$ cat src/rtl/dds_pkg.sv
// dds_pkg: shared definitions for the DDS frequency-sweep controller.
// Contents:
//   PHASE_W_DEF / DWELL_W_DEF : default accumulator and dwell-counter widths
//   STYLE_W / OFFSET_W        : waveform-select and phase-offset widths
//   BURST_W                   : burst-count width (DDS_SWEEP_BURST_EN builds)
//   sweep_state_e             : controller FSM states IDLE / ARMED / SWEEP
package dds_pkg;

  localparam int PHASE_W_DEF = 28;
  localparam int DWELL_W_DEF = 16;
  localparam int STYLE_W     = 2;
  localparam int OFFSET_W    = 14;
  localparam int BURST_W     = 16;

  typedef enum logic [1:0] {
    IDLE  = 2'd0,
    ARMED = 2'd1,
    SWEEP = 2'd2
  } sweep_state_e;

endpackage

$ cat src/rtl/phase_accum.sv
// phase_accum: DDS phase accumulator, wraps modulo 2^PHASE_W.
// Ports:
//   i_clk        rising-edge clock
//   i_rst        synchronous active-high reset (clears phase)
//   i_en         add i_inc to the phase this cycle
//   i_load_zero  force phase to zero (has priority over i_en)
//   i_inc        phase increment
//   o_phase      accumulated phase (registered)
module phase_accum
  import dds_pkg::*;
#(
  parameter int PHASE_W = PHASE_W_DEF
) (
  input  logic               i_clk,
  input  logic               i_rst,
  input  logic               i_en,
  input  logic               i_load_zero,
  input  logic [PHASE_W-1:0] i_inc,
  output logic [PHASE_W-1:0] o_phase
);

  logic [PHASE_W-1:0] r_phase;

  // Phase register: clear, zero-load or accumulate (carry out is discarded)
  always_ff @(posedge i_clk) begin
    if (i_rst) begin
      r_phase <= '0;
    end else if (i_load_zero) begin
      r_phase <= '0;
    end else if (i_en) begin
      r_phase <= r_phase + i_inc;
    end else begin
      r_phase <= r_phase;
    end
  end

  assign o_phase = r_phase;

endmodule

$ cat src/rtl/dds_sweep_ctrl.sv
// dds_sweep_ctrl: stepped frequency-sweep controller driving a DDS waveform
// generator. A configuration is accepted in IDLE/ARMED, start launches the
// sweep, and the increment steps from start_inc toward stop_inc, each value
// held for dwell+1 cycles. Completion pulses o_done and returns to ARMED.
// Optional feature macro: DDS_SWEEP_BURST_EN adds i_cfg_bursts and repeats
// the sweep that many times (0 treated as 1) with continuous phase.
// Ports:
//   i_clk, i_rst                 clock, synchronous active-high reset
//   i_cfg_valid / o_cfg_ready    configuration handshake
//   i_cfg_start_inc/stop_inc/step/dwell, i_cfg_style, i_cfg_offset
//   i_cfg_bursts                 (DDS_SWEEP_BURST_EN only)
//   i_start, i_abort             sweep control
//   o_phase, o_wave_style, o_phase_offset   waveform generator drive
//   o_cur_inc, o_busy, o_armed, o_done      status
module dds_sweep_ctrl
  import dds_pkg::*;
#(
  parameter int PHASE_W = PHASE_W_DEF,
  parameter int DWELL_W = DWELL_W_DEF
) (
  input  logic                i_clk,
  input  logic                i_rst,
  input  logic                i_cfg_valid,
  output logic                o_cfg_ready,
  input  logic [PHASE_W-1:0]  i_cfg_start_inc,
  input  logic [PHASE_W-1:0]  i_cfg_stop_inc,
  input  logic [PHASE_W-1:0]  i_cfg_step,
  input  logic [DWELL_W-1:0]  i_cfg_dwell,
  input  logic [STYLE_W-1:0]  i_cfg_style,
  input  logic [OFFSET_W-1:0] i_cfg_offset,
`ifdef DDS_SWEEP_BURST_EN
  input  logic [BURST_W-1:0]  i_cfg_bursts,
`endif
  input  logic                i_start,
  input  logic                i_abort,
  output logic [PHASE_W-1:0]  o_phase,
  output logic [STYLE_W-1:0]  o_wave_style,
  output logic [OFFSET_W-1:0] o_phase_offset,
  output logic [PHASE_W-1:0]  o_cur_inc,
  output logic                o_busy,
  output logic                o_armed,
  output logic                o_done
);

  // Increment step that saturates at the limit; the sum is one bit wider so
  // a carry out of PHASE_W bits still clamps to the limit.
  function automatic logic [PHASE_W-1:0] sat_add(
    input logic [PHASE_W-1:0] a,
    input logic [PHASE_W-1:0] b,
    input logic [PHASE_W-1:0] lim
  );
    logic [PHASE_W:0] sum;
    sum = {1'b0, a} + {1'b0, b};
    if (sum > {1'b0, lim}) begin
      sat_add = lim;
    end else begin
      sat_add = sum[PHASE_W-1:0];
    end
  endfunction

  sweep_state_e        r_state;
  sweep_state_e        w_state_nxt;

  logic [PHASE_W-1:0]  r_start_inc;
  logic [PHASE_W-1:0]  r_stop_inc;
  logic [PHASE_W-1:0]  r_step;
  logic [DWELL_W-1:0]  r_dwell;
  logic [STYLE_W-1:0]  r_style;
  logic [OFFSET_W-1:0] r_offset;
  logic [PHASE_W-1:0]  r_cur_inc;
  logic [DWELL_W-1:0]  r_dwell_cnt;
  logic                r_done;
  logic                r_busy;
  logic                r_armed;
  logic                r_cfg_ready;

  logic                w_accept;
  logic                w_go;
  logic                w_count;
  logic                w_step_up;
  logic                w_reload;
  logic                w_complete;
  logic                w_last_burst;
  logic                w_phase_en;
  logic [PHASE_W-1:0]  w_phase;

`ifdef DDS_SWEEP_BURST_EN
  logic [BURST_W-1:0]  r_bursts;
  logic [BURST_W-1:0]  r_burst_idx;
  logic [BURST_W-1:0]  w_bursts_eff;

  // A burst count of zero behaves as a single burst
  assign w_bursts_eff = (r_bursts == 16'd0) ? 16'd1 : r_bursts;
  assign w_last_burst = ((r_burst_idx + 16'd1) >= w_bursts_eff);

  // Burst configuration and index of the burst in progress
  always_ff @(posedge i_clk) begin
    if (i_rst) begin
      r_bursts    <= 16'd0;
      r_burst_idx <= 16'd0;
    end else begin
      if (w_accept) begin
        r_bursts <= i_cfg_bursts;
      end else begin
        r_bursts <= r_bursts;
      end
      if (w_go) begin
        r_burst_idx <= 16'd0;
      end else if (w_reload) begin
        r_burst_idx <= r_burst_idx + 16'd1;
      end else begin
        r_burst_idx <= r_burst_idx;
      end
    end
  end
`else
  assign w_last_burst = 1'b1;
`endif

  // FSM state register
  always_ff @(posedge i_clk) begin
    if (i_rst) begin
      r_state <= IDLE;
    end else begin
      r_state <= w_state_nxt;
    end
  end

  // FSM next state and datapath strobes; cfg beats start, abort beats expiry
  always_comb begin
    w_state_nxt = r_state;
    w_accept    = 1'b0;
    w_go        = 1'b0;
    w_count     = 1'b0;
    w_step_up   = 1'b0;
    w_reload    = 1'b0;
    w_complete  = 1'b0;
    case (r_state)
      IDLE: begin
        if (i_cfg_valid) begin
          w_accept    = 1'b1;
          w_state_nxt = ARMED;
        end else begin
          w_state_nxt = IDLE;
        end
      end
      ARMED: begin
        if (i_cfg_valid) begin
          w_accept    = 1'b1;
          w_state_nxt = ARMED;
        end else if (i_start) begin
          w_go        = 1'b1;
          w_state_nxt = SWEEP;
        end else begin
          w_state_nxt = ARMED;
        end
      end
      SWEEP: begin
        if (i_abort) begin
          w_state_nxt = ARMED;
        end else if (r_dwell_cnt != r_dwell) begin
          w_count     = 1'b1;
          w_state_nxt = SWEEP;
        end else if (r_cur_inc < r_stop_inc) begin
          w_step_up   = 1'b1;
          w_state_nxt = SWEEP;
        end else if (!w_last_burst) begin
          w_reload    = 1'b1;
          w_state_nxt = SWEEP;
        end else begin
          w_complete  = 1'b1;
          w_state_nxt = ARMED;
        end
      end
      default: begin
        w_state_nxt = IDLE;
      end
    endcase
  end

  // Phase advances every sweep cycle, including the completing one; an
  // abort freezes it on the same edge.
  assign w_phase_en = (r_state == SWEEP) && !i_abort;

  // Configuration latch, increment/dwell datapath and registered status
  always_ff @(posedge i_clk) begin
    if (i_rst) begin
      r_start_inc <= '0;
      r_stop_inc  <= '0;
      r_step      <= '0;
      r_dwell     <= '0;
      r_style     <= '0;
      r_offset    <= '0;
      r_cur_inc   <= '0;
      r_dwell_cnt <= '0;
      r_done      <= 1'b0;
      r_busy      <= 1'b0;
      r_armed     <= 1'b0;
      r_cfg_ready <= 1'b1;
    end else begin
      r_done      <= w_complete;
      r_busy      <= (w_state_nxt == SWEEP);
      r_armed     <= (w_state_nxt == ARMED);
      r_cfg_ready <= (w_state_nxt != SWEEP);
      if (w_accept) begin
        r_start_inc <= i_cfg_start_inc;
        r_stop_inc  <= i_cfg_stop_inc;
        r_step      <= i_cfg_step;
        r_dwell     <= i_cfg_dwell;
        r_style     <= i_cfg_style;
        r_offset    <= i_cfg_offset;
      end else begin
        r_start_inc <= r_start_inc;
        r_stop_inc  <= r_stop_inc;
        r_step      <= r_step;
        r_dwell     <= r_dwell;
        r_style     <= r_style;
        r_offset    <= r_offset;
      end
      if (w_go || w_reload) begin
        r_cur_inc   <= r_start_inc;
        r_dwell_cnt <= '0;
      end else if (w_step_up) begin
        r_cur_inc   <= sat_add(r_cur_inc, r_step, r_stop_inc);
        r_dwell_cnt <= '0;
      end else if (w_count) begin
        r_cur_inc   <= r_cur_inc;
        r_dwell_cnt <= r_dwell_cnt + DWELL_W'(1);
      end else begin
        r_cur_inc   <= r_cur_inc;
        r_dwell_cnt <= r_dwell_cnt;
      end
    end
  end

  phase_accum #(
    .PHASE_W (PHASE_W)
  ) u_phase_accum (
    .i_clk       (i_clk),
    .i_rst       (i_rst),
    .i_en        (w_phase_en),
    .i_load_zero (w_go),
    .i_inc       (r_cur_inc),
    .o_phase     (w_phase)
  );

  assign o_phase        = w_phase;
  assign o_wave_style   = r_style;
  assign o_phase_offset = r_offset;
  assign o_cur_inc      = r_cur_inc;
  assign o_busy         = r_busy;
  assign o_armed        = r_armed;
  assign o_done         = r_done;
  assign o_cfg_ready    = r_cfg_ready;

endmodule

$ cat config.mk
export PLATFORM = sky130hd
export DESIGN_NAME = dds_sweep_ctrl
export DESIGN_NICKNAME = d
export VERILOG_FILES = /design/src/rtl/dds_pkg.sv /design/src/rtl/phase_accum.sv /design/src/rtl/dds_sweep_ctrl.sv
export SDC_FILE = /design/constraint.sdc
export NUM_CORES = 1
export LEC_CHECK = 0
export ABC_AREA = 1
export CAP_MARGIN = 0
export CORE_AREA = 2 2 143 159
export DETAILED_ROUTE_END_ITERATION = 7
export DIE_AREA = 0 0 145 161
export DONT_BUFFER_PORTS = 1
export MAX_ROUTING_LAYER = met4
export PLACE_DENSITY_LB_ADDON = 0.15
export SLEW_MARGIN = 15
export SYNTH_ARGS = -nofsm -noshare
export SYNTH_HDL_FRONTEND = slang
export SYNTH_SLANG_ARGS = --single-unit
$ cat constraint.sdc
create_clock -name i_clk -period 5.4 [get_ports i_clk]
set_input_delay 1.62 -clock i_clk [delete_from_list [all_inputs] [get_ports i_clk]]
set_output_delay 1.62 -clock i_clk [all_outputs]
set_load 0.01 [all_outputs]
==> After elaboration in Yosys (flattened, before gate mapping) <==
Cells that the tools add are included.
{ "classes": {"addsub": 3, "order_cmp": 2, "n_eq_ne": 6, "n_mux": 23, "n_bitwise": 1, "reduce_logical": 8} }
{ "ops": {"columns": ["operator", "count"], "rows": [
  ["$mux W28", 3],
  ["$add A28 B28 Y29", 1],
  ["$gt A29 B28 Y1", 1],
  ["$add A28 B28 Y28", 1],
  ["$lt A28 B28 Y1", 1],
  ["$add A16 B1 Y16 const B", 1],
  ["$ne A16 B16 Y1", 1],
  ["$mux W1", 14],
  ["$mux W2", 5],
  ["$pmux W2 S3", 1],
  ["$eq A2 B1 Y1 const B", 2],
  ["$eq A2 B2 Y1 const B", 2],
  ["$reduce_or A2 Y1", 2],
  ["$reduce_or A4 Y1", 1],
  ["$reduce_or A3 Y1", 1],
  ["$logic_not A2 Y1", 1],
  ["$ne A2 B2 Y1 const B", 1],
  ["$reduce_bool A2 Y1", 1],
  ["$logic_and A1 B1 Y1", 1],
  ["$logic_not A1 Y1", 1],
  ["$not A1 Y1", 1]
]} }
{ "word_totals": {"register_bits": 194, "out_inout_bits": 76, "wordCells": 57} }

==> Depth between registers and ports, before layout <==
Gate-level depths: netlist (run 1).
{ "depth": {"depth_word": 7, "mapped_depth": 25, "depth_no_buf": 24} }

==> By module <==
From an unflattened synthesis (run 1), not the netlist that was laid out.
{ "unflattened": {"hier_cells": 2045, "hier_area_um2": 13613.1} }
{ "modules_own_cells": {"columns": ["mod", "instances", "cells_per_inst", "area_per_inst_um2", "seq_area_each_um2"], "rows": [
  ["dds_sweep_ctrl", 1, 1468, 10458.8, 3323.2],
  ["phase_accum", 1, 577, 3154.3, 560.5]
]} }

==> Least setup slack after synthesis (run 1) <==
Ideal clock, no wire load.
{ "synth_timing": {"path_type": "reg2reg", "from": "register r_cur_inc[0], in the netlist o_cur_inc[0]", "to": "register r_cur_inc[10], in the netlist o_cur_inc[10]", "arrival_ns": 3.361, "setup_slack_ns": 1.926, "path_stages_with_launch": 25, "path_buffers": 2, "period_less_slack_ns": 3.474, "cell_sequence": "dfxtp_1 > ha_1 > inv_1 > fa_1 > inv_1 > nand3_1 > nand2_1 > nand2_1 > o21bai_1 > nand4_1 > nand3_1 > xor2_1 > ha_1 > a21oi_1 > o21ai_0 > nand2_1 > nand3b_1 > nor3_1 > nand3_2 > buf_6 > buf_8 > nand3_2 > nand3_1 > nand2_1 > nand2_1"} }
{ "synth_via": {"elab_chain_cells": 6} }
{ "synth_lines": {"columns": ["element", "line_no", "text"], "rows": [
  ["start, declared", "dds_sweep_ctrl.sv:70", "logic [PHASE_W-1:0] r_cur_inc;"],
  ["start signal, assigned", "dds_sweep_ctrl.sv:221", "r_cur_inc <= r_start_inc;"],
  ["start signal, assigned", "dds_sweep_ctrl.sv:224", "r_cur_inc <= sat_add(r_cur_inc, r_step, r_stop_inc);"],
  ["start signal, assigned", "dds_sweep_ctrl.sv:227", "r_cur_inc <= r_cur_inc;"],
  ["parallel branches: the longest is 6 deep, another holds $add A28 B28 Y29", null, null]
]} }
Parallel ways; which one is timed is not known. The select of a mux whose other input is x is not followed.
A chain may end at the register's enable or synchronous reset.

==> Worst setup path in the final report (run 1) <==
{ "layout_timing": {"from": "register r_cur_inc[0], in the netlist o_cur_inc[0]", "to": "register r_cur_inc[8], in the netlist o_cur_inc[8]"} }
The elaborated chain is that of the path after synthesis.

==> impl_summary.txt, run 1 <==
----------------------------------------------------
[Global routing]
  Wire length of the first global-routing pass ... 58,500 um
  Number of global-route vias before repair ... 11,446
  Maximum number of pins on one net before global-route repair ... 89
  Number of antenna violations at the first check in global routing ... 2
  Tot GR Track Use ... 32.3%
  Total grt overflow ... 0

[Layout]
  Area added between synthesis and finish ... 6.14%
  Number of fillers in the final layout ... 2,087
  Final core utilization ... 60.9%
  Post-Layout Inst Area ... 13,200 um2
  Area taken by flip-flops and latches ... 3880 um2
  Finished Layout Cells ... 2,098
  Net count, final ... 2,021
  Multi-input logic area ... 7600 um2
  Share of post-route cells with drive strength above 1 ... 5.39%

[Route]
  WL final ... 37,100 um
  First-pass iteration count of the detailed router ... 5
  Total number of vias ... 11,833
  Detailed-route vias per instance ... 5.64
  ANT nets after route ... 0
  Final routed DRC violation total ... 0
  Number of DRC violations after detailed-routing iteration 0 ... 749
  Detailed-route wire length per cell ... 17.7 um

[Clock network]
  Number of buffers inserted during clock tree synthesis ... 17
  Clock insertion delay at the later pin of the skew report ... 460 ps
  Clock transition time at the flip-flop clock pins of the worst setup and hold paths ... 80 ps
  Gates resized, CTS repair ... 0
  Post-CTS setup-driven buffer insertion count ... 0
  Number of H-tree levels ... 4
  Num Clock Sinks ... 194
  TritonCTS clock tree ... yes
  CTS Hold Bufs ... 0
  Clock tree root driver cell ... sky130_fd_sc_hd__clkbuf_16
  Buffers from clock root to sink, at most ... 2

[Logic synthesis]
  Most instantiated flip-flop cell in the synthesis netlist ... sky130_fd_sc_hd__dfxtp_1
  Synth top area share ... 31.1%
  Per-instance average area after synthesis ... 6.83 um2
  Yosys reg bits ... 194
  Number of distinct library cell variants in the gate-level netlist after synthesis ... 51
  Cells after synthesis ... 1,827
  Area of the mapped netlist ... 12,500 um2
  Total number of yosys warnings ... 0
  Sequential cell area fraction in the yosys report ... 31.1%
  Post-Synthesis Net Count ... 2,061
  Library cell with the largest summed area after synthesis ... sky130_fd_sc_hd__dfxtp_1
  FFs w/ async S/R, synth ... 0%
  Largest cells by area after synthesis ... sky130_fd_sc_hd__dfxtp_1 (31%), sky130_fd_sc_hd__ha_1 (11%), sky130_fd_sc_hd__nand2_1 (11%)
  Post-synth EDFFs ... 0

[Place]
  Port Buffers ... 0
  HPWL after detailed placement ... 28,300 um
  Final weighted congestion in routability-driven placement ... 0.974
  Placed standard-cell area ... 12,600 um2
  Placed cell count ... 2,063

[Critical path]
  Peak fanout along the critical path ... 29
  CP required ... 5800 ps
  Number of cells on the worst reg-to-reg path ... 23
  Kind of capture point of the worst setup path ... register
  Startpoint types ... register
  CP Class ... register to register
  Critical Path AT ... 4770 ps

[Timing]
  Final setup violation count ... 0
  Relative slew slack ... 40.7%
  Final min period ... 4370 ps
  Final count of pins violating max slew ... 0
  Worst clock skew on the final layout ... 16.7 ps
  Setup TNS ... 0 ps
  Maximum frequency from static timing analysis ... 229 MHz
  Ratio of final minimum period to clock period ... 81.0%
  Hold Fails Final Rpt ... 0
  Setup repair after global routing missed its margin ... false
  Slew @ Worst Pin ... 888 ps

[Power and ir drop]
  Worst vdd rail ir drop ... 243 uV
  Leakage power figure ... 6.49 nW
  Pwr per Cell Area ... 269 nW/um2
  Power after layout ... 3.56 mW

[Job]
  Max-cap violation count ... 0

[Floorplanning]
  Die width ... 145 um
  Number of top-level design ports ... 197
  Standard cell core area ... 21,800 um2
  Vertical die dimension ... 161 um
  Full die area ... 23,300 um2
  Starting density of the core ... 57.3%
  Num rows ... 57

[Worst hold path]
  Worst Hold Class ... register to register
  Count of cells along the worst hold path ... 2

[Outcome]
  Run status ... finished clean

----------------------------------------------------
[metal layers]
metal | global-route usage (%) | routed length (um) | part of all wire, % | up-vias
met1 | 38.1 | 15700 | 42 | 5373
li1 | - | - | - | 5939
met4 | 15.5 | 1700 | 4.6 | 0
met3 | 6.38 | 2490 | 6.7 | 108
met2 | 53.3 | 17300 | 46 | 413
met5 | - | 0 | 0 | -
[placed cells by master, fill, tap and decap left out, drive strengths merged, types with 4 or more instances in the layout]
master / netlist / layout
ha: 111 / 111
clkbuf: 47 / 17
or2: 4 / 4
dfxtp: 194 / 194
o211ai: 10 / 10
nor2: 330 / 330
clkinv: 1 / 5
nand3: 107 / 107
a21o: 11 / 11
a31oi: 5 / 5
a21oi: 129 / 129
xor2: 38 / 38
o21ai: 174 / 174
nor4: 5 / 5
buf: 22 / 10
nor3: 18 / 18
inv: 169 / 179
nand2: 359 / 359
xnor2: 22 / 22
nand4: 29 / 29
o21bai: 18 / 18
[path summary, 6_finish.rpt]
path                             startpoint                        end  slack (ps)
hold / removal      r_dwell[5]$_SDFFE_PP0P_    r_dwell[5]$_SDFFE_PP0P_         470
setup reg to reg  o_cur_inc[0]$_SDFFE_PP0P_  o_cur_inc[8]$_SDFFE_PP0P_        1030
hold reg to reg     r_dwell[5]$_SDFFE_PP0P_    r_dwell[5]$_SDFFE_PP0P_         470
setup / recovery  o_cur_inc[0]$_SDFFE_PP0P_  o_cur_inc[8]$_SDFFE_PP0P_        1030
[cell usage after synthesis, drive strengths merged, types with 2 or more instances]
cell type and count:
a31oi 5, ha 111, o211ai 10, o21bai 18
nand2 359, nor3 18, nand4 29, nand3 107
and3 3, dfxtp 194, nor2 330, a21oi 129
o221ai 2, a21boi 3, a21o 11, a211oi 3
nand3b 2, clkbuf 47, xor2 38, xnor2 22
o21ai 174, buf 22, and2 2, nor4 5
fa 2, o31ai 3, or2 4, inv 169
[area by class of cell]
class	instances	share of cell area [%]
repair buffers	10	0.567
diodes	3	0.0567
multi-input cells	1394	57.4
clock inverters	15	1.75
inverters	170	4.86
clock buffers	17	3.21
flip-flops and latches	194	29.3
well taps	295	2.79
[logic make-up after synthesis]
| group | Yosys count | share of synthesized area, % |
|---|---|---|
| AO/OA/AOI/OAI | 361 | 15.7 |
| XOR/XNOR | 60 | 4.21 |
| adder cells (fa/ha/maj) | 113 | 11.5 |
| buffers and inverters | 239 | 7.98 |
| flip-flops | 194 | 31.1 |
| AND/OR/NAND/NOR | 860 | 29.5 |
[power breakdown]
group	leakage [nW]	total [mW]	switching, mW	internal [mW]
clock network	0.317	1.42	0.725	0.698
registers	1.59	1.57	0.0665	1.51
logic	4.58	0.563	0.379	0.184
[flip-flops by register name, indices dropped and copies added (netlist names), 2 cells and up]
| signal | flops |
|---|---|
| o_cur_inc | 28 |
| r_start_inc | 28 |
| r_step | 28 |
| u_phase_accum.o_phase | 28 |
| o_wave_style | 2 |
| r_dwell | 16 |
| r_state | 2 |
| r_dwell_cnt | 16 |
| o_phase_offset | 14 |
| r_stop_inc | 28 |
[worst max-delay path, cell delays in order (launching register included)]
cell and delay (ps):
sky130_fd_sc_hd__dfxtp_1 490, sky130_fd_sc_hd__ha_1 290, sky130_fd_sc_hd__inv_1 80, sky130_fd_sc_hd__fa_1 400
sky130_fd_sc_hd__inv_1 80, sky130_fd_sc_hd__nand3_1 60, sky130_fd_sc_hd__nand2_1 120, sky130_fd_sc_hd__nand2_1 80
sky130_fd_sc_hd__o21bai_1 220, sky130_fd_sc_hd__nand4_1 120, sky130_fd_sc_hd__nand3_1 140, sky130_fd_sc_hd__xor2_1 100
sky130_fd_sc_hd__ha_1 310, sky130_fd_sc_hd__nand2_1 80, sky130_fd_sc_hd__nor2_1 260, sky130_fd_sc_hd__nand4_1 140
sky130_fd_sc_hd__nor3_1 200, sky130_fd_sc_hd__nand4_2 110, sky130_fd_sc_hd__buf_4 290, sky130_fd_sc_hd__nand2_4 340
sky130_fd_sc_hd__nand2_1 150, sky130_fd_sc_hd__nand3_1 100, sky130_fd_sc_hd__nand2_1 60, sky130_fd_sc_hd__nand2_1 50
[stage by stage]
step,setup slack (ps),hold WS (ps)
after detailed placement,1120,465
after global routing,603,511
after CTS,1070,478
after floorplan,1930,442
final,1030,474
after global placement,1170,459
Power figures use the tool's default switching activity.
==> run 2, diff against run 1 <==
ABC_AREA = 0   (was 1)
CORE_AREA = 2 2 136 152   (was 2 2 143 159)
DIE_AREA = 0 0 138 154   (was 0 0 145 161)
clock period = 4.3 ns   (was 5.4 ns; I/O delays follow)
==> run 2 against run 1 <==
Non-clock buffer count rose by 82. Core utilization rose by 5.6 points. Maximum frequency rose by 3.7%. Clock skew fell by 5.3 ps. Global-route usage fell by 2.9 points. Largest cell class unchanged. Largest power group unchanged.
==> impl_summary.txt, run 2 <==
----------------------------------------------------
[Clock network]
  Number of buffers inserted during clock tree synthesis ... 17
  Num Clock Sinks ... 194
  Buffers from clock root to sink, at most ... 2
  Clock tree root driver cell ... sky130_fd_sc_hd__clkbuf_16
  TritonCTS clock tree ... yes
  Number of H-tree levels ... 4
  Clock insertion delay at the later pin of the skew report ... 450 ps
  Clock transition time at the flip-flop clock pins of the worst setup and hold paths ... 80 ps

[Floorplanning]
  Starting density of the core ... 57.5%
  Full die area ... 21,300 um2
  Die width ... 138 um
  Vertical die dimension ... 154 um
  Standard cell core area ... 19,600 um2
  Num rows ... 54
  Number of top-level design ports ... 197

[Route]
  Detailed-route wire length per cell ... 18.5 um
  Final routed DRC violation total ... 0
  ANT nets after route ... 0
  WL final ... 31,900 um
  First-pass iteration count of the detailed router ... 5
  Total number of vias ... 10,317
  Number of DRC violations after detailed-routing iteration 0 ... 673
  Detailed-route vias per instance ... 5.96

[Power and ir drop]
  Sw frac ... 28.8%
  Power after layout ... 4.16 mW
  Fraction of power consumed by sequential logic ... 46.3%
  Part of the power in the clock network ... 38.4%
  Power spent charging and discharging nets ... 1.20 mW
  Cell Int Power ... 2.96 mW
  Leakage power figure ... 5.61 nW
  Pwr per Cell Area ... 319 nW/um2
  Worst vdd rail ir drop ... 288 uV
  Power share of the combinational group ... 15.2%

[Logic synthesis]
  Area of the mapped netlist ... 11,300 um2
  Most instantiated flip-flop cell in the synthesis netlist ... sky130_fd_sc_hd__dfxtp_1
  Top post-synthesis cells by count ... sky130_fd_sc_hd__nand2_1 (298), sky130_fd_sc_hd__a21oi_1 (197), sky130_fd_sc_hd__dfxtp_1 (194)
  Library cell with the largest summed area after synthesis ... sky130_fd_sc_hd__dfxtp_1
  Post-Synthesis Net Count ... 1,659
  FFs w/ async S/R, synth ... 0%
  Per-instance average area after synthesis ... 7.91 um2
  Total number of yosys warnings ... 0
  Yosys reg bits ... 194
  Number of distinct library cell variants in the gate-level netlist after synthesis ... 60
  Synth top area share ... 34.4%
  Post-synth EDFFs ... 0
  Cells after synthesis ... 1,425
  Largest cells by area after synthesis ... sky130_fd_sc_hd__dfxtp_1 (34%), sky130_fd_sc_hd__ha_1 (12%), sky130_fd_sc_hd__nand2_1 (9.9%)
  Library cell with the highest instance count after synthesis ... sky130_fd_sc_hd__nand2_1
  Sequential cell area fraction in the yosys report ... 34.4%

[Place]
  HPWL after detailed placement ... 23,400 um
  Placed standard-cell area ... 12,000 um2
  Placed cell count ... 1,687
  Port Buffers ... 0
  Final weighted congestion in routability-driven placement ... 0.952

[Layout]
  Share of post-route cells with drive strength above 1 ... 12.8%
  Post-Layout Inst Area ... 13,000 um2
  Most common cell after layout, fill and taps aside ... sky130_fd_sc_hd__nand2_1
  Net count, final ... 1,699
  Antenna cells ... 0
  Area added between synthesis and finish ... 15.5%
  Final core utilization ... 66.4%
  Finished Layout Cells ... 1,730
  Most used cells in the layout excluding fill and tap cells ... sky130_fd_sc_hd__nand2_1 (298), sky130_fd_sc_hd__a21oi_1 (189), sky130_fd_sc_hd__dfxtp_1 (181)

[Critical path]
  Kind of capture point of the worst setup path ... register
  CP required ... 4630 ps
  Peak fanout along the critical path ... 8
  Reg-to-reg startpoint ... o_cur_inc[6]$_SDFFE_PP0P_
  Crit Reg-Reg Endpoint ... o_cur_inc[3]$_SDFFE_PP0P_
  Startpoint types ... register
  R2R setup slack ... 80 ps
  Critical Path AT ... 4550 ps
  CP Class ... register to register
  Number of cells on the worst reg-to-reg path ... 23

[Timing]
  Relative slew slack ... 44.8%
  Hold Fails Final Rpt ... 0
  Smallest hold slack ... 448 ps
  Maximum frequency from static timing analysis ... 237 MHz
  Ratio of final minimum period to clock period ... 98.0%
  Final min period ... 4220 ps
  Slew @ Worst Pin ... 828 ps
  Setup repair after global routing missed its margin ... true
  Final setup violation count ... 0
  Worst clock skew on the final layout ... 11.4 ps
  Final count of pins violating max slew ... 0

[Worst hold path]
  Count of cells along the worst hold path ... 2
  Worst Hold Class ... register to register
  Startpoint of the most critical hold path ... r_start_inc[25]$_SDFFE_PP0P_
  Worst hold endpoint ... r_start_inc[25]$_SDFFE_PP0P_

[Global routing]
  Number of antenna violations at the first check in global routing ... 0
  Total grt overflow ... 0
  Number of global-route vias before repair ... 9,916
  Maximum number of pins on one net before global-route repair ... 130
  Wire length of the first global-routing pass ... 49,700 um
  Tot GR Track Use ... 29.4%

[Outcome]
  Run status ... finished clean

[Job]
  Max-cap violation count ... 0

----------------------------------------------------
-- run 2: timing repair --
action | CTS | global route
gates resized for setup | 13 | 64
pin swaps | 9 | 22
buffers inserted | 3 | 6
setup endpoints to repair | 26 | 28
hold buffers | 0 | 0
gates cloned | 0 | 1
-- run 2: logic make-up after synthesis --
| family | share of synthesized area (%) |
|---|---|
| adders and majority gates | 12.7 |
| buffers and inverters | 4.38 |
| xor gates and xnor gates | 5.83 |
| AOI/OAI and AO/OA | 20.8 |
| muxes | 2.93 |
| and+or+nand+nor | 18.9 |
| DFF | 34.4 |
-- run 2: layer usage --
metal | GRT usage [%] | up-vias | routed length [um]
li1 | - | 5077 | -
met1 | 37.7 | 4847 | 14200
met2 | 46.7 | 334 | 14900
met3 | 5.67 | 59 | 2110
met4 | 10.2 | 0 | 760
met5 | - | - | 0
-- run 2: worst max-delay path, cell delays in order, from the launching register on --
cell and delay (ps):
sky130_fd_sc_hd__dfxtp_2 350, sky130_fd_sc_hd__ha_4 260, sky130_fd_sc_hd__o21a_1 180, sky130_fd_sc_hd__o21a_1 220, sky130_fd_sc_hd__o32ai_2 130, sky130_fd_sc_hd__buf_4 170
sky130_fd_sc_hd__buf_6 100, sky130_fd_sc_hd__nor2_2 40, sky130_fd_sc_hd__o31ai_2 260, sky130_fd_sc_hd__buf_4 180, sky130_fd_sc_hd__o21bai_4 60, sky130_fd_sc_hd__xor2_2 180
sky130_fd_sc_hd__ha_1 300, sky130_fd_sc_hd__nand4_1 120, sky130_fd_sc_hd__buf_4 170, sky130_fd_sc_hd__nor4_4 270, sky130_fd_sc_hd__nand2_1 100, sky130_fd_sc_hd__a21oi_2 110
sky130_fd_sc_hd__o21a_1 110, sky130_fd_sc_hd__a211o_1 160, sky130_fd_sc_hd__buf_6 170, sky130_fd_sc_hd__buf_12 140, sky130_fd_sc_hd__mux2i_2 230, sky130_fd_sc_hd__o21ai_1 70
-- run 2: how the worst max path moves through the flow --
| stage | from | end | slack (ps) |
|---|---|---|---|
| after floorplan | o_cur_inc[5]$_SDFFE_PP0P_ | o_cur_inc[22]$_SDFFE_PP0P_ | 4 |
| after CTS | r_step[5]$_SDFFE_PP0P_ | o_cur_inc[6]$_SDFFE_PP0P_ | 6 |
| after global routing | o_cur_inc[1]$_SDFFE_PP0P_ | o_cur_inc[3]$_SDFFE_PP0P_ | -100 |
| after global placement | o_cur_inc[5]$_SDFFE_PP0P_ | o_cur_inc[22]$_SDFFE_PP0P_ | -100 |
| after detailed placement | o_cur_inc[0]$_SDFFE_PP0P_ | o_cur_inc[22]$_SDFFE_PP0P_ | -120 |
| final | o_cur_inc[6]$_SDFFE_PP0P_ | o_cur_inc[3]$_SDFFE_PP0P_ | 80 |
-- run 2: final cells by class --
class | instances | area, um2
multi-input combinational | 1106 | 7230
timing repair buffer | 92 | 781
fill | 1676 | 6570
tap | 252 | 315
inverter | 54 | 203
sequential | 194 | 3900
clock buffer | 19 | 453
clock inverter | 13 | 136
-- run 2: power groups by stage --
| stage | sequential (mW) | combinational [mW] | clock, mW |
|---|---|---|---|
| final | 1.93 | 0.632 | 1.60 |
| after global routing | 1.93 | 0.691 | 1.69 |
| after CTS | 1.92 | 0.575 | 1.62 |
| after detailed placement | 1.96 | 0.564 | 0 |
| after global placement | 1.96 | 0.556 | 0 |
| after floorplan | 1.95 | 0.407 | 0 |
-- run 2: metrics by stage --
step	setup slack [ps]	setup TNS, ps
2_1_floorplan	4.49	0
3_3_place_gp	-101	-1240
3_5_place_dp	-115	-1800
4_1_cts	5.74	0
5_1_grt	-96.9	-1170
6_report	84.4	0
==> run 3, diff against run 2 <==
CORE_AREA = 2 2 146 163   (was 2 2 136 152)
DIE_AREA = 0 0 148 165   (was 0 0 138 154)
SYNTH_HIERARCHICAL = 1   (was default)
==> run 3 against run 2 <==
Combinational power increased by 45%. Largest cell class unchanged. Count of clock-buffer cells in the layout shrank 1. Critical path type unchanged. Power increased by 7.5%. The run now ends with negative setup slack left.
==> impl_summary.txt, run 3 <==
----------------------------------------------------
[Outcome]
  Run status ... complete, but fails checks
  Violated checks ... negative setup slack

[Route]
  Total number of vias ... 11,879
  Number of DRC violations after detailed-routing iteration 0 ... 763
  First-pass iteration count of the detailed router ... 5
  Detailed-route wire length per cell ... 19.4 um
  WL final ... 38,500 um
  ANT nets after route ... 0
  Detailed-route vias per instance ... 6.00
  Final routed DRC violation total ... 0

[Layout]
  Share of post-route cells with drive strength above 1 ... 18.2%
  Most used cells in the layout excluding fill and tap cells ... sky130_fd_sc_hd__nand2_1 (317), sky130_fd_sc_hd__a21oi_1 (180), sky130_fd_sc_hd__dfxtp_1 (179)
  Net count, final ... 1,901
  Antenna cells ... 0
  Post-Layout Inst Area ... 14,700 um2
  Area added between synthesis and finish ... 18.8%
  Multi-input logic area ... 8440 um2
  Most common cell after layout, fill and taps aside ... sky130_fd_sc_hd__nand2_1
  Number of fillers in the final layout ... 1,985
  Finished Layout Cells ... 1,979
  Area taken by flip-flops and latches ... 3910 um2

[Clock network]
  Buffers from clock root to sink, at most ... 2
  Num Clock Sinks ... 194
  Number of buffers inserted during clock tree synthesis ... 17
  Number of H-tree levels ... 4
  Clock insertion delay at the later pin of the skew report ... 440 ps
  TritonCTS clock tree ... yes
  Clock transition time at the flip-flop clock pins of the worst setup and hold paths ... 70 ps
  Clock tree root driver cell ... sky130_fd_sc_hd__clkbuf_16
  CTS Hold Bufs ... 0

[Critical path]
  Critical Path AT ... 4660 ps
  Peak fanout along the critical path ... 4
  Kind of capture point of the worst setup path ... register
  CP Class ... register to register
  CP required ... 4650 ps
  Startpoint types ... register

[Power and ir drop]
  Part of the power in the clock network ... 36.3%
  Fraction of power consumed by sequential logic ... 43.2%
  Cell Int Power ... 3.10 mW
  Power spent charging and discharging nets ... 1.37 mW
  Power share of the combinational group ... 20.5%
  Leakage power figure ... 6.10 nW
  Sw frac ... 30.6%
  Worst vdd rail ir drop ... 264 uV
  Pwr per Cell Area ... 304 nW/um2
  Power after layout ... 4.47 mW

[Logic synthesis]
  Top post-synthesis cells by count ... sky130_fd_sc_hd__nand2_1 (319), sky130_fd_sc_hd__dfxtp_1 (194), sky130_fd_sc_hd__a21oi_1 (191)
  Sequential cell area fraction in the yosys report ... 31.4%
  Yosys reg bits ... 194
  Post-synth EDFFs ... 0
  Per-instance average area after synthesis ... 7.79 um2
  Synth top area share ... 31.4%
  Cells after synthesis ... 1,588
  Most instantiated flip-flop cell in the synthesis netlist ... sky130_fd_sc_hd__dfxtp_1
  Post-Synthesis Net Count ... 1,822
  Largest cells by area after synthesis ... sky130_fd_sc_hd__dfxtp_1 (31%), sky130_fd_sc_hd__ha_1 (11%), sky130_fd_sc_hd__nand2_1 (9.7%)
  Number of distinct library cell variants in the gate-level netlist after synthesis ... 98
  Total number of yosys warnings ... 6
  Library cell with the largest summed area after synthesis ... sky130_fd_sc_hd__dfxtp_1
  FFs w/ async S/R, synth ... 0%
  Area of the mapped netlist ... 12,400 um2
  Library cell with the highest instance count after synthesis ... sky130_fd_sc_hd__nand2_1

[Floorplanning]
  Num rows ... 58
  Standard cell core area ... 22,600 um2
  Number of top-level design ports ... 197
  Full die area ... 24,400 um2
  Vertical die dimension ... 165 um
  Die width ... 148 um
  Starting density of the core ... 54.6%

[Job]
  Max-cap violation count ... 0

[Timing]
  Ratio of final minimum period to clock period ... 100%
  Hold Fails Final Rpt ... 0
  Maximum frequency from static timing analysis ... 232 MHz
  Final worst setup slack ... -5.22 ps
  Relative slew slack ... 21.9%
  Worst clock skew on the final layout ... 10.2 ps
  Smallest hold slack ... 452 ps
  Final min period ... 4310 ps
  Setup repair after global routing missed its margin ... true
  Final count of pins violating max slew ... 0
  Slew @ Worst Pin ... 1170 ps
  Final setup violation count ... 1

[Place]
  Placed standard-cell area ... 13,400 um2
  Final weighted congestion in routability-driven placement ... 0.944
  Port Buffers ... 0
  Placed cell count ... 1,933
  HPWL after detailed placement ... 28,600 um
  Post-placement worst setup slack ... -441 ps

[Global routing]
  Tot GR Track Use ... 31.4%
  Wire length of the first global-routing pass ... 58,200 um
  Number of global-route vias before repair ... 11,308
  Total grt overflow ... 0
  Maximum number of pins on one net before global-route repair ... 130
  Number of antenna violations at the first check in global routing ... 0

[Worst hold path]
  Worst Hold Class ... register to register

----------------------------------------------------
## run 3: cell types whose count changed in the layout (fill, tap and decap cells not counted), sizes merged, moves of 13 or more
cell	before	now
nor3	11	26
xor2	35	14
a22oi	24	2
buf	91	144
a211oi	12	29
mux2i	33	20
nand2	298	319
nor2	73	122
## run 3: kinds of logic (layout without fill, tap and decap cells)
family,Yosys count,count (layout),synth area share (%)
buf+inv,150,241,5.14
simple gates,615,615,22.4
mux,22,22,1.80
xor+xnor,53,53,3.75
compound gates,441,441,24.0
flops,194,194,31.4
fa+ha+maj,113,113,11.6
## run 3: stage by stage
step	util, %	TNS, ps
2_1_floorplan	-	0
4_1_cts	63.2	-9.13
5_1_grt	64.9	-2730
3_3_place_gp	59.1	-1840
6_report	64.9	-5.22
3_5_place_dp	59.1	-4680
## run 3: critical path, cell delays in order, from the launching register on
cell and delay (ps):
sky130_fd_sc_hd__dfxtp_1 320, sky130_fd_sc_hd__ha_1 330, sky130_fd_sc_hd__a21oi_2 180, sky130_fd_sc_hd__nor2b_4 190, sky130_fd_sc_hd__nand4_1 80, sky130_fd_sc_hd__nor4b_2 170
sky130_fd_sc_hd__buf_4 150, sky130_fd_sc_hd__o41a_1 410, sky130_fd_sc_hd__mux2i_2 250, sky130_fd_sc_hd__nand2_1 130, sky130_fd_sc_hd__ha_4 320, sky130_fd_sc_hd__nand3_4 80
sky130_fd_sc_hd__and4bb_2 360, sky130_fd_sc_hd__nand2_2 80, sky130_fd_sc_hd__a22oi_2 230, sky130_fd_sc_hd__o211ai_4 130, sky130_fd_sc_hd__a21oi_2 160, sky130_fd_sc_hd__buf_4 180
sky130_fd_sc_hd__mux2_4 300, sky130_fd_sc_hd__o31ai_1 170
## run 3: layout make-up
class	count	area share [%]
well taps	300	2.55
inverters	66	1.69
multi-input cells	1244	57.4
clock inverters	13	0.988
flip-flops and latches	194	26.6
clock buffers	18	2.99
repair buffers	144	7.76
## run 3: final timing paths
kind                                startpoint                      endpoint  slack (ps)  depth (start not counted)
setup / recovery        r_step[8]$_SDFFE_PP0P_    o_cur_inc[11]$_SDFFE_PP0P_          -5                         19
hold / removal    r_start_inc[19]$_SDFFE_PP0P_  r_start_inc[19]$_SDFFE_PP0P_         450                          2
setup reg to reg        r_step[8]$_SDFFE_PP0P_    o_cur_inc[11]$_SDFFE_PP0P_          -5                         19
hold reg to reg   r_start_inc[19]$_SDFFE_PP0P_  r_start_inc[19]$_SDFFE_PP0P_         450                          2
## run 3: power groups by stage
stage,combinational [mW],clock [mW],sequential (mW)
5_1_grt,0.990,1.71,1.94
6_report,0.915,1.62,1.93
3_3_place_gp,0.741,0,1.97
4_1_cts,0.814,1.65,1.93
3_5_place_dp,0.756,0,1.97
2_1_floorplan,0.535,0,1.95
## run 3: per-layer routing
metal | vias to the layer above | global-route usage (%) | wire length, um
li1 | 5784 | - | -
met1 | 5475 | 34.5 | 15100
met2 | 476 | 52.7 | 18300
met3 | 144 | 5.22 | 2330
met4 | 0 | 20.7 | 2720
met5 | - | - | 0
## run 3: what timing repair did
item / in CTS / in global routing
setup buffers: 8 / 6
setup endpoints to repair: 28 / 28
gates resized for setup: 54 / 67
gates cloned: 0 / 1
pin swaps: 29 / 58
